===== src/rtl/axis_read_address.sv =====
// axis_read_address
//   AXI read-address channel generator for one read stream job. A job
//   (start address, length in stream words) is split into INCR bursts of at
//   most BURST_NB beats that never cross a 4KB boundary. The bursts are then
//   issued one at a time on the AR channel.
// Ports:
//   clk, rst            clock, synchronous active-high reset
//   cfg_address/length  job start byte address and length in stream words
//   cfg_valid/ready     job handshake (ready only while idle)
//   axi_ar*             AXI read-address channel (INCR, full-width beats)
//   busy                high while a job is in progress
module axis_read_address #(
    parameter int unsigned CFG_AWIDTH     = 32,
    parameter int unsigned CFG_DWIDTH     = 32,
    parameter int unsigned WIDTH_RATIO    = 2,
    parameter int unsigned BURST_NB       = 16,
    parameter int unsigned AXI_ADDR_WIDTH = 32,
    parameter int unsigned AXI_DATA_WIDTH = 64
) (
    input  logic                      clk,
    input  logic                      rst,
    input  logic [CFG_AWIDTH-1:0]     cfg_address,
    input  logic [CFG_DWIDTH-1:0]     cfg_length,
    input  logic                      cfg_valid,
    output logic                      cfg_ready,
    output logic [AXI_ADDR_WIDTH-1:0] axi_araddr,
    output logic [3:0]                axi_arlen,
    output logic [2:0]                axi_arsize,
    output logic [1:0]                axi_arburst,
    output logic                      axi_arvalid,
    input  logic                      axi_arready,
    output logic                      busy
);

    localparam int unsigned BYTES      = AXI_DATA_WIDTH / 8;
    localparam int unsigned SIZE_LOG2  = $clog2(BYTES);
    localparam int unsigned RATIO_LOG2 = $clog2(WIDTH_RATIO);
    localparam int unsigned BW         = CFG_DWIDTH + 1;
    localparam int unsigned LW         = 5;
    localparam logic [AXI_ADDR_WIDTH-1:0] ALIGN_MASK = ~AXI_ADDR_WIDTH'(BYTES - 1);

    typedef enum logic [3:0] {
        IDLE  = 4'b0001,
        SETUP = 4'b0010,
        ISSUE = 4'b0100,
        DONE  = 4'b1000
    } state_t;

    state_t                    state;
    logic [AXI_ADDR_WIDTH-1:0] addr;
    logic [BW-1:0]             beats;
    logic [LW-1:0]             burst;

    logic [BW-1:0]             beats_in_c;
    logic [AXI_ADDR_WIDTH-1:0] addr_in_c;
    logic [12:0]               bnd_c;
    logic [BW-1:0]             burst_lim_c;

    assign axi_arsize  = 3'(SIZE_LOG2);
    assign axi_arburst = 2'b01;

    // Job decode and next-burst size: min(remaining beats, BURST_NB, beats to 4KB edge)
    always_comb begin
        beats_in_c  = (BW'(cfg_length) + BW'(WIDTH_RATIO - 1)) >> RATIO_LOG2;
        addr_in_c   = AXI_ADDR_WIDTH'(cfg_address) & ALIGN_MASK;
        bnd_c       = (13'd4096 - {1'b0, addr[11:0]}) >> SIZE_LOG2;
        burst_lim_c = beats;
        if (burst_lim_c > BW'(BURST_NB)) begin
            burst_lim_c = BW'(BURST_NB);
        end
        if (burst_lim_c > BW'(bnd_c)) begin
            burst_lim_c = BW'(bnd_c);
        end
    end

    // Control FSM with registered outputs
    always_ff @(posedge clk) begin
        if (rst) begin
            state       <= IDLE;
            addr        <= '0;
            beats       <= '0;
            burst       <= '0;
            axi_araddr  <= '0;
            axi_arlen   <= '0;
            axi_arvalid <= 1'b0;
            busy        <= 1'b0;
            cfg_ready   <= 1'b1;
        end else begin
            case (state)
                IDLE: begin
                    if (cfg_valid) begin
                        addr      <= addr_in_c;
                        beats     <= beats_in_c;
                        cfg_ready <= 1'b0;
                        busy      <= 1'b1;
                        state     <= SETUP;
                    end
                end
                SETUP: begin
                    if (beats == '0) begin
                        state <= DONE;
                    end else begin
                        burst       <= LW'(burst_lim_c);
                        axi_araddr  <= addr;
                        axi_arlen   <= 4'(burst_lim_c - BW'(1));
                        axi_arvalid <= 1'b1;
                        state       <= ISSUE;
                    end
                end
                ISSUE: begin
                    // arvalid is always high here, so arready alone completes the handshake
                    if (axi_arready) begin
                        axi_arvalid <= 1'b0;
                        addr        <= addr + (AXI_ADDR_WIDTH'(burst) << SIZE_LOG2);
                        beats       <= beats - BW'(burst);
                        state       <= (beats == BW'(burst)) ? DONE : SETUP;
                    end
                end
                DONE: begin
                    busy      <= 1'b0;
                    cfg_ready <= 1'b1;
                    state     <= IDLE;
                end
                default: begin
                    axi_arvalid <= 1'b0;
                    busy        <= 1'b0;
                    cfg_ready   <= 1'b1;
                    state       <= IDLE;
                end
            endcase
        end
    end

endmodule


===== config.mk =====
export PLATFORM = sky130hd
export DESIGN_NAME = axis_read_address
export DESIGN_NICKNAME = d
export VERILOG_FILES = /design/src/rtl/axis_read_address.sv
export SDC_FILE = /design/constraint.sdc
export NUM_CORES = 1
export LEC_CHECK = 0
export CAP_MARGIN = 5
export CORE_ASPECT_RATIO = 1.1
export CORE_MARGIN = 4
export CORE_UTILIZATION = 58
export DETAILED_ROUTE_END_ITERATION = 8
export GPL_TIMING_DRIVEN = 0
export PLACE_DENSITY = 0.87
export SLEW_MARGIN = 20
export SYNTH_ARGS = -nofsm -noshare
export SYNTH_HDL_FRONTEND = slang
export SYNTH_SLANG_ARGS = --single-unit

===== constraint.sdc =====
create_clock -name clk -period 8.7 [get_ports clk]
set_input_delay 1.74 -clock clk [delete_from_list [all_inputs] [get_ports clk]]
set_output_delay 1.74 -clock clk [all_outputs]
set_load 0.005 [all_outputs]

Yosys cells after proc, flatten, opt, wreduce, memory -nomap -nowiden
Index checks and enable logic that the tools add are counted.

operators by class
  $add $sub $neg = 5
  magnitude comparators = 2
  equality and inequality tests = 8
  muxes and demuxes = 20
  bitwise operators = 3
  reductions and logical operators = 9

operators by type and width
  kind                                                                    count
  33-bit two-way mux                                                      3
  33-bit one-hot mux with 2 select lines                                  1
  32-bit two-way mux                                                      2
  32-bit one-hot mux with 2 select lines                                  1
  32-bit by 1-bit adder with 33-bit output (second input constant)        1
  33-bit by 5-bit equality test with 1-bit output                         1
  33-bit by 10-bit > comparator with 1-bit output                         1
  33-bit by 5-bit > comparator with 1-bit output (second input constant)  1
  33-bit zero test                                                        1
  33-bit by 5-bit subtractor with 33-bit output                           1
  32-bit by 8-bit adder with 32-bit output                                1
  4-bit two-way mux                                                       4
  13-bit by 12-bit subtractor with 13-bit output (first input constant)   1
  4-bit one-hot mux with 3 select lines                                   1
  2-bit != test (second input constant)                                   3
  2-bit AND reduction                                                     3
  3-bit AND reduction                                                     2
  5-bit two-way mux                                                       1
  4-bit by 1-bit equality test with 1-bit output (second input constant)  1
  4-bit by 2-bit equality test with 1-bit output (second input constant)  1
  4-bit by 3-bit equality test with 1-bit output (second input constant)  1
  4-bit equality test (second input constant)                             1
  1-bit two-way mux                                                       4
  1-bit one-hot mux with 2 select lines                                   2
  5 further kinds                                                         8

word-level totals
  flip-flop bits (word level) = 113
  input bits = 68
  output and inout bits = 44
  word-level logic and storage cells = 56

Logic depth before layout (Yosys ltp)
  depth in word-level cells = 5
  depth in mapped cells = 14
  gate-level depth less buffers = 14

Worst setup path before layout
OpenSTA, ideal clock, no wires.

  kind = register to register
  from = reg beats[23]
  to = reg axi_arlen[2]
  library setup time = 87 ps
  arrival = 3627 ps
  required time = 8613 ps
  setup slack = 4986 ps
  cell stages (with the launch flop) = 14
  buffers on the path = 0
  clock period less this slack = 3714 ps
  path through = dfxtp_1 -> nor4_1 -> nand4_1 -> nor4_1 -> inv_1 -> ha_1 -> nand4_1 -> nor3_1 -> nor4_1 -> a21oi_1 -> mux2_2 -> ha_1 -> xor2_1 -> o31ai_1

between the ends
  word-level cells in the longest chain between the ends = 5
  elaborated cells on any way between the ends = 8
  those cells by class = 1 x add/sub; 2 x order compare; 2 x mux; 1 x bitwise; 2 x reduce/logical

ends and longest elaborated chain
  item                                             RTL line  text
  start, declared                                  51        logic [BW-1:0] beats;
  start signal, assigned                           93        beats <= beats_in_c;
  start signal, assigned                           115       beats <= beats - BW'(burst);
  33-bit by 5-bit > comparator with 1-bit output   68        if (burst_lim_c > BW'(BURST_NB)) begin
  33-bit two-way mux                               68
  33-bit by 10-bit > comparator with 1-bit output  71        if (burst_lim_c > BW'(bnd_c)) begin
  5-bit two-way mux                                71
  4-bit by 1-bit subtractor with 4-bit output      105       axi_arlen <= 4'(burst_lim_c - BW'(1));
  end signal, assigned                             105
  end, declared                                    27        output logic [3:0] axi_arlen,

Parallel ways exist; a longest one is shown, timed or not.
A chain may end at the register's enable or synchronous reset.

Worst setup path in the final report
  from = in cfg_valid
  to = reg addr[3]

between the ends
  word-level cells in the longest chain between the ends = 2

ends and longest elaborated chain
  item                           RTL line  text
  start, declared                24        input logic cfg_valid,
  2-bit != test (no line)        --
  3-bit AND reduction (no line)  --
  end signal, assigned           92        addr <= addr_in_c;
  end signal, assigned           114       addr <= addr + (AXI_ADDR_WIDTH'(burst) << SIZE_LOG2);
  end, declared                  50        logic [AXI_ADDR_WIDTH-1:0] addr;

Every way passes these cells.

==> summary.txt <==
Global route
  – Pin count of the biggest net entering global routing: 22
  – First-pass GRT wire length: around 36,000 microns
  – Initial antenna violation count: 0
  – Vias in the first global route: around 7,000
  – GRT Residual Overflow: 0
  – GRT Util Overall: 0.343

Outcome
  – Violated checks: design-rule violations
  – Status: complete, but fails checks

Detailed routing
  – DR vias/cell: 6.51
  – Via count: 7,555
  – Routed Antenna Nets: 0
  – Pre-antenna DRT Iters: 9
  – DRC: 1
  – Detailed Route Iter0 Violations: 950
  – DR WL/cell: 19.7 microns
  – Overall routed net length: roughly 23,000 microns

STA
  – Crit share post-route: 0.517
  – Rel. slew slack: 0.382
  – Fin. max-slew vios: 0
  – Worst clock skew: 13.6 ps
  – Worst Slack Setup Final: ~4200 ps
  – Highest clock rate: around 0.22 GHz
  – Setup TNS: 0 ps
  – Crit path time final: 4500 ps
  – # setup viols final: 0
  – WHS: 445 ps
  – Tightest Pin Transition: between 900 and 1000 ps
  – Final hold vios: 0
  – RSZ-0062 raised after global routing: no

Floorplan
  – Io pins: 112
  – Die Area: 0.0133 sq mm
  – Die Width: 110 microns
  – Core ar.: around 0.011 sq mm
  – DIE HEIGHT: 120 microns
  – FP Rows: 40
  – Starting Density: 0.600

Run
  – Maxcap violations: 0

Hold path
  – Worst Hold Class: register to register

Critical path
  – Slowest-stage cell, CP: nand2_1
  – CP required: 8960 ps
  – CP Cell Sequence: clkdlybuf4s50_1, nand3b_1, a211oi_1, clkbuf_1, nand2_1, clkbuf_1, a311oi_1
  – CP Max Fanout: 10
  – Worst setup path start: cfg_valid
  – Reg2reg setup slack: ~4300 ps
  – CP peak stage delay: roughly 590 ps
  – Largest delay share family, worst path: buffers and inverters
  – FF-to-FF path depth: 13
  – Crit path capture type: register
  – Most used cell, CP: clkbuf_1
  – Worst path depth: 7
  – Buf+Inv Stages, Crit Path: 3
  – Critical path class: input port to register
  – Critical path arrival: between 4000 and 5000 ps
  – Worst setup endpoint: addr[3]$_SDFFE_PP0P_
  – Crit Reg-Reg Startpoint: beats[23]$_SDFFE_PP0P_
  – Reg-to-Reg End: axi_arlen[2]$_SDFFE_PP0P_
  – CP Launch Type: input port

Layout
  – Commonest non-fill, non-tap cell in the layout: nand2_1
  – Final standard cell area without fillers: between 0.008 and 0.009 sq mm
  – Footprint of the multi-input gates: 0.00424 sq mm
  – Layout fillers: 888
  – Final nets: around 1,100
  – Register area: about 0.0021 sq mm
  – Area delta synth->final: 23.1%
  – Fin util: 0.739
  – Layout cell share with drive strength beyond 1: 0.0385
  – Commonest cells after routing, fill and taps aside: 143 x nand2_1, 107 x dfxtp_1, 100 x clkdlybuf4s50_1, 85 x a21oi_1, 64 x nor2_1
  – ANT cells: 0
  – Non-Filler Instances: approximately 1,200

Place
  – I/O Buffers: 100
  – Post-DP HPWL: roughly 16,000 microns
  – DP Area: 0.00790 sq mm
  – Total placed cells including tap cells: 1,144
  – Dpl ws: 3990 ps
  – Placer Congestion: slightly below 1

Synth
  – Post-synth ARST share: 0
  – FF+latch count, synth: 107
  – Post-synthesis cell area: 0.00667 sq mm
  – EDFF count, synth: 0
  – Sequential share of the synthesized area: 0.321
  – Syn avg cell area: 7.53 sq um
  – Synth cell types: 66
  – Mapped Cells: ~890
  – Yosys warns: 0
  – Post-synth top flop: dfxtp_1

Power
  – Power consumption: 1.34 mW
  – PwrDens: 163 mW/mm^2
  – Max VDD drop: 0.000137 V
  – Pleak: 2.89 nW

Clock network
  – Setup bufs post-CTS: 0
  – Clock Pin Slew Worst Setup and Hold Paths: 80 ps
  – Clock buffer depth: 2
  – Clk root buf: clkbuf_16
  – H-tree levels: 3
  – Clock Latency Late Sink: 370 ps
  – Clock buffer count from CTS: 9
  – Hold buffers post-CTS: 0
  – Clk sinks: 107
  – Post-CTS sizing: 0
  – CTS tree: yes
-- registers in the layout, indices dropped and copies added (netlist names) --
signal / flops
addr: 29
axi_araddr: 29
axi_arlen: 4
axi_arvalid: 1
beats: 33
burst: 5
busy: 1
cfg_ready: 1
state: 4
-- worst reg2reg max path, stage by stage, from the launching register on --
cell and delay, ps:
dfxtp_1 380, nor4_1 490, nand4_1 350, nor4_2 670, inv_1 170, ha_1 360, nand4_1 130, nor3_1 150
nor4_1 60, a21oi_1 580, mux2_2 440, ha_1 210, xor2_1 180, o31ai_1 190
-- where the power goes --
| part | leakage [nW] | switching [mW] | internal [mW] |
|---|---|---|---|
| Sequential | 0.874 | 0.0388 | 0.521 |
| Clock | 0.146 | 0.220 | 0.205 |
| Combinational | 1.87 | 0.213 | 0.146 |
-- area by class of cell --
class / instances / share of cell area
Sequential cell: 107 / 0.261
Tap cell: 147 / 0.0224
Clock inverter: 7 / 0.00975
Clock buffer: 9 / 0.0274
Multi-Input combinational cell: 708 / 0.516
Buffer: 56 / 0.0296
Timing Repair Buffer: 100 / 0.122
Inverter: 26 / 0.0119
-- layer usage --
layer  share of wire  vias up  GRT usage
li1                -     3448          -
met1            0.37     3399      0.434
met2            0.46      592      0.544
met3            0.13      116     0.0651
met4           0.049        0      0.189
met5               0        -          0
-- cell usage after synthesis, types with 8 or more instances --
| cell | number | area (sq um) |
|---|---|---|
| a211oi_1 | 17 | 128 |
| a21oi_1 | 85 | 425 |
| and3_1 | 12 | 75.1 |
| buf_4 | 8 | 60.1 |
| clkbuf_1 | 46 | 173 |
| dfxtp_1 | 107 | 2140 |
| ha_1 | 24 | 300 |
| inv_1 | 26 | 97.6 |
| mux2i_1 | 16 | 160 |
| nand2_1 | 143 | 537 |
| nand3_1 | 35 | 175 |
| nand4_1 | 18 | 113 |
| nor2_1 | 64 | 240 |
| nor2b_1 | 9 | 56.3 |
| nor3_1 | 36 | 180 |
| nor4_1 | 22 | 138 |
| o21ai_0 | 40 | 200 |
| o311ai_0 | 9 | 78.8 |
| or3_1 | 10 | 62.6 |
| xnor2_1 | 25 | 219 |
| xor2_1 | 20 | 175 |
-- how the worst min path moves through the flow --
stage | end | depth (start not counted) | start
after CTS | cfg_ready$_SDFFE_PP1P_ | 2 | cfg_ready$_SDFFE_PP1P_
after global routing | axi_araddr[11]$_SDFFE_PP0P_ | 2 | axi_araddr[11]$_SDFFE_PP0P_
final | cfg_ready$_SDFFE_PP1P_ | 2 | cfg_ready$_SDFFE_PP1P_
after global placement | cfg_ready$_SDFFE_PP1P_ | 2 | cfg_ready$_SDFFE_PP1P_
after floorplan | cfg_ready$_SDFFE_PP1P_ | 2 | cfg_ready$_SDFFE_PP1P_
after detailed placement | cfg_ready$_SDFFE_PP1P_ | 2 | cfg_ready$_SDFFE_PP1P_
-- logic make-up (layout without fill, tap and decap cells) --
family / count (synthesis) / count (layout) / synth area share
AOI/OAI and AO/OA: 222 / 222 / 0.211
xor gates and xnor gates: 45 / 45 / 0.0591
adders and majority gates: 26 / 26 / 0.0510
buffers and inverters: 82 / 198 / 0.0510
DFF: 107 / 107 / 0.321
muxes: 17 / 17 / 0.0257
other: 2 / 13 / 0.00113
and+or+nand+nor: 385 / 385 / 0.280
No activity file was read; power rests on OpenSTA's default activity.
==> variant 1, RTL diff (same settings) <==
The localparam `LW` goes from 5 to 6.
--- a/src/rtl/axis_read_address.sv
+++ b/src/rtl/axis_read_address.sv
@@ -36,7 +36,7 @@
     localparam int unsigned SIZE_LOG2  = $clog2(BYTES);
     localparam int unsigned RATIO_LOG2 = $clog2(WIDTH_RATIO);
     localparam int unsigned BW         = CFG_DWIDTH + 1;
-    localparam int unsigned LW         = 5;
+    localparam int unsigned LW         = 6;
     localparam logic [AXI_ADDR_WIDTH-1:0] ALIGN_MASK = ~AXI_ADDR_WIDTH'(BYTES - 1);
 
     typedef enum logic [3:0] {
Formal check against the unedited RTL: same outputs for any inputs over 4 cycles, from zero or initial values and one cycle with rst high; that may be too few to reach the edited logic, so the function may still have changed.
==> variant 1 against the original RTL <==
Die area grew 3.3%. Final cell count grew 2.4%. Cell area rose by 2.8%. Total power rose by 1.6%. Clock power decreased by 1%. Sequential cell count rose by 1. Global-route usage fell by 2.3 points. Area after synthesis grew 3.6%. Count of clock-buffer cells in the layout stayed put. Hold slack is essentially flat. Sequential power up 0.7%. Worst setup slack got worse by 81 ps. Wire length fell by 1.2%. Largest cell class unchanged. Largest power group unchanged.
==> variant 1: results (changes against the original RTL) <==
routing:
  first_pass_iters: 6  # was 9
  post_drt_wl_per_cell_um: 19.0  # was 19.7 um
  drt_iter0_markers: 877  # was 950
  via_per_inst: 6.38  # was 6.51
pwr:
  p_leak_nw: 2.94  # was 2.89 nW
  peakVddDrop_uv: 90.4  # was 137 uV
yosys:
  ys_top_cells_by_area: "dfxtp_1 31%, nand2_1 7.9%, a21oi_1 6.5%"  # was dfxtp_1 32%, nand2_1 8.0%, a21oi_1 6.4%
  avgSynthCellArea_sq_um: 7.59  # was 7.53 sq um
  synth_cell_types: 70  # was 66
  synth_xor_xnor_area_share_pct: 5.96  # was 5.91%
  synthMuxAreaShare_pct: 2.77  # was 2.57%
  synthArstFlopShare_pct: 0  # unchanged
  synth_fa_ha_area_share_pct: 5.29  # was 5.10%
  synth-seq-area-share_pct: 31.3  # was 32.1%
  synth-compound-area-share_pct: 21.9  # was 21.1%
  synthTopCellsByCount: "145 x nand2_1, 108 x dfxtp_1, 90 x a21oi_1"  # was 143 x nand2_1, 107 x dfxtp_1, 85 x a21oi_1
critical_path:
  path_max_fanout: 10  # unchanged
  critPathArrivalTime_ps: 4880  # was 4760 ps
hold_path:
  hold_path_class: "reg2reg"  # unchanged
grt:
  track_usage_pct: 32.0  # was 34.3%
  grt_max_degree: 21  # was 22
  grt_pass1_vias: 6951  # was 6,973
  grt_pass1_wl_um: 35000  # was 35,600 um
clock_network:
  cts_made_buffers: 9  # unchanged
  post_cts_buffers: 0  # unchanged
  ctsHtreeMaxLevel: 3  # unchanged
  cts_root_buf: "clkbuf_16"  # unchanged
outcome:
  run_status: "finished clean"  # was finished, violations left
timing:
  skew_ps: 8.44  # was 13.6 ps
  worstMarginPinSlew_ps: 1040  # was 927 ps
cells_and_area:
  layoutNonFillerInstCount: 1188  # was 1,160
  reg_top3: "beats: 33 flops, addr: 29 flops, axi_araddr: 29 flops"  # unchanged
  drive_gt1_share_pct: 4.14  # was 3.85%
  layout.nets: 1129  # was 1,102
  fillers: 947  # was 888
placement:
  place_area_sq_um: 8150  # was 7900 sq um
  gp_congestion: 0.991  # was 0.978
  dp_hpwl_um: 16500  # was 16,000 um
  place_inst: 1172  # was 1,144
  dpl_worst_slack_ps: 3910  # was 3990 ps
==> variant 1: final timing paths <==
path,start,to,slack (ps),depth (start not counted)
worst min register to register,cfg_ready$_SDFFE_PP1P_,cfg_ready$_SDFFE_PP1P_,450,2
worst min-delay path,cfg_ready$_SDFFE_PP1P_,cfg_ready$_SDFFE_PP1P_,450,2
worst max-delay path,axi_arready,beats[4]$_SDFFE_PP0P_,4120,7
worst max register to register,beats[21]$_SDFFE_PP0P_,axi_arlen[2]$_SDFFE_PP0P_,4220,14
==> variant 1: area by class of cell <==
type	count	area, sq um	share of cell area, %
plain buffers	60	263	3.11
clock buffers	9	225	2.67
multi-input cells	728	4430	52.5
flip-flops and latches	108	2160	25.6
repair buffers	100	1000	11.9
clock inverters	7	70.1	0.830
well taps	150	188	2.22
inverters	26	97.6	1.16
==> variant 1: cells by family after synthesis <==
logic type | Yosys count
flip-flops | 108
XOR/XNOR | 47
buffers and inverters | 86
multiplexers | 19
other | 2
AND/OR/NAND/NOR | 389
AO/OA/AOI/OAI | 232
adder cells (fa/ha/maj) | 28
==> variant 1: power breakdown <==
group	total (mW)	internal [mW]	switching (mW)	leakage (nW)
clock	0.419	0.202	0.217	0.141
combinational	0.383	0.159	0.224	1.92
sequential	0.563	0.525	0.0383	0.882
==> variant 1: critical path: stages <==
cell and delay (ps):
clkdlybuf4s50_1 630, nand3b_1 140, a211oi_1 770, clkbuf_1 500
clkbuf_1 590, o311ai_0 310, a21oi_1 190
==> variant 1: layer usage <==
layer | wire length (um) | part of all wire (%) | vias up | GRT usage [%]
li1 | - | - | 3536 | -
met1 | 8310 | 37 | 3365 | 37.8
met2 | 10200 | 45 | 557 | 53.3
met3 | 2650 | 12 | 117 | 5.28
met4 | 1380 | 6.1 | 0 | 22.2
met5 | 0 | 0 | - | 0
==> variant 2, RTL diff (config.mk and constraints unchanged) <==
Made on the original files. Reset style: asynchronous (`rst`), changed in one clocked block. Comments in the files are not updated.
--- a/src/rtl/axis_read_address.sv
+++ b/src/rtl/axis_read_address.sv
@@ -74,7 +74,7 @@
     end
 
     // Control FSM with registered outputs
-    always_ff @(posedge clk) begin
+    always_ff @(posedge clk or posedge rst) begin
         if (rst) begin
             state       <= IDLE;
             addr        <= '0;
Check against the original RTL: differs if rst is asserted again (counterexample within 4 cycles, from zero or initial values and one cycle with rst high); with rst held inactive, the same outputs for 4 cycles.
==> variant 2 against the original RTL <==
Synthesized cell count decreased by 9.5%. Sequential cell count unchanged. Die area increased by 6.4%. Worst setup slack got worse by 100 ps. Sequential share of layout area increased by 4.7 points. Final cell count decreased by 6.6%. Largest cell class unchanged. Count of clock-buffer cells in the layout increased by 2. Wire length decreased by 8.8%. Area after synthesis increased by 6.9%. Cell area increased by 6.0%. Clock skew decreased by 3.0 ps.
Power is not compared: it rests on default switching activity, and its combinational part moved more than twofold at a synthesized area within 25%.
==> variant 2: results (changes against the original RTL) <==
outcome:
  run_status: "finished clean"  # was finished, violations left
critical_path:
  max_stage_delay_ps: 610  # was 590 ps
  path_max_fanout: 8  # was 10
  crit_path_top_delay_cell: "a21oi_1"  # was nand2_1
  reg2reg_slack_ps: 4100  # was 4260 ps
  critPathArrivalTime_ps: 4840  # was 4760 ps
timing:
  worstMarginPinSlew_ps: 1080  # was 927 ps
  skew_ps: 10.6  # was 13.6 ps
clock_network:
  cts_resized: 0  # unchanged
  clockBufferDepth: 2  # unchanged
  cts_root_buf: "clkbuf_16"  # unchanged
grt:
  grt_pass1_vias: 6517  # was 6,973
  grt_max_degree: 74  # was 22
  antenna_found_initial: 0  # unchanged
  track_usage_pct: 29.4  # was 34.3%
  grt_pass1_wl_um: 33000  # was 35,600 um
routing:
  wl_um: 20800  # was 22,800 um
  first_pass_iters: 6  # was 9
  via_per_inst: 6.36  # was 6.51
  drt_iter0_markers: 791  # was 950
  drc: 0  # was 1
cells_and_area:
  drive_gt1_share_pct: 8.39  # was 3.85%
  layout.nets: 1019  # was 1,102
  antenna_cells: 0  # unchanged
  reg_top3: "beats: 33 flops, addr: 29 flops, axi_araddr: 29 flops"  # unchanged
placement:
  dp_hpwl_um: 15000  # was 16,000 um
  gp_congestion: 0.970  # was 0.978
  place_area_sq_um: 8400  # was 7900 sq um
yosys:
  synthArstFlopShare_pct: 100  # was 0%
  synth_ff_type: "dfrtp_1"  # was dfxtp_1
  ys_top_cells_by_area: "dfrtp_1 37%, mux2_4 5.7%, nand2_1 4.6%"  # was dfxtp_1 32%, nand2_1 8.0%, a21oi_1 6.4%
  synth_cell_types: 67  # was 66
  synthTopCellsByCount: "105 x dfrtp_1, 88 x nand2_1, 61 x nor2_1"  # was 143 x nand2_1, 107 x dfxtp_1, 85 x a21oi_1
  synth-seq-area-share_pct: 37.6  # was 32.1%
hold_path:
  hold_path_class: "reg2reg"  # unchanged
[variant 2: final timing paths]
check | from | to | cells after the start
max in group asynchronous | rst | state[0]$_DFFE_PP1P_ | 3
setup reg to reg | beats[16]$_DFFE_PP0P_ | axi_arlen[2]$_DFFE_PP0P_ | 17
hold reg to reg | axi_arvalid$_DFFE_PP0P_ | axi_arvalid$_DFFE_PP0P_ | 1
min in group asynchronous | rst | axi_araddr[23]$_DFFE_PP0P_ | 2
hold / removal | axi_arvalid$_DFFE_PP0P_ | axi_arvalid$_DFFE_PP0P_ | 1
setup / recovery | beats[16]$_DFFE_PP0P_ | axi_arlen[2]$_DFFE_PP0P_ | 17
[variant 2: per-stage QoR]
stage / setup slack [ps] / power [mW] / hold slack [ps] / cells
4_1_cts: 4170 / 2.89 / 490 / 1084
3_5_place_dp: 4100 / 2.45 / 489 / 1068
2_1_floorplan: 4150 / 1.92 / 439 / 813
6_report: 4100 / 2.92 / 500 / 1084
3_3_place_gp: 2540 / 2.38 / 455 / 1067
5_1_grt: 3860 / 3.11 / 510 / 1084
[variant 2: cells by family after synthesis]
| kind of cell | Yosys count | share of synthesized area (%) |
|---|---|---|
| AOI/OAI and AO/OA | 189 | 17.4 |
| xor gates and xnor gates | 38 | 4.67 |
| adders and majority gates | 26 | 4.77 |
| buffers and inverters | 88 | 5.39 |
| DFF | 107 | 37.6 |
| muxes | 48 | 8.74 |
| other | 2 | 0.105 |
| and+or+nand+nor | 304 | 21.4 |
[variant 2: layout make-up]
class | count | area (sq um)
multi-input cells | 618 | 4110
fillers | 908 | 3330
flip-flops and latches | 107 | 2680
repair buffers | 101 | 1030
plain buffers | 52 | 249
clock buffers | 11 | 243
well taps | 154 | 193
inverters | 36 | 140
clock inverters | 5 | 61.3
[variant 2: metal layers]
metal / part of all wire [%] / global-route usage, %
met1: 39 / 38.3
met2: 46 / 45.7
met3: 9.5 / 5.20
met4: 5.0 / 16.8
met5: 0 / 0
[variant 2: where the power goes]
part,internal [mW],total (mW),switching [mW]
sequential,0.738,0.984,0.246
clock,0.233,0.431,0.198
combinational,0.703,1.51,0.803
[variant 2: critical path, delay by kind of cell (launching register included)]
family / cells / cell delay (ps)
buf+inv: 2 / 310
simple gates: 7 / 1860
flops: 1 / 460
mux: 1 / 260
fa+ha+maj: 2 / 410
compound gates: 4 / 1130
xor+xnor: 1 / 80
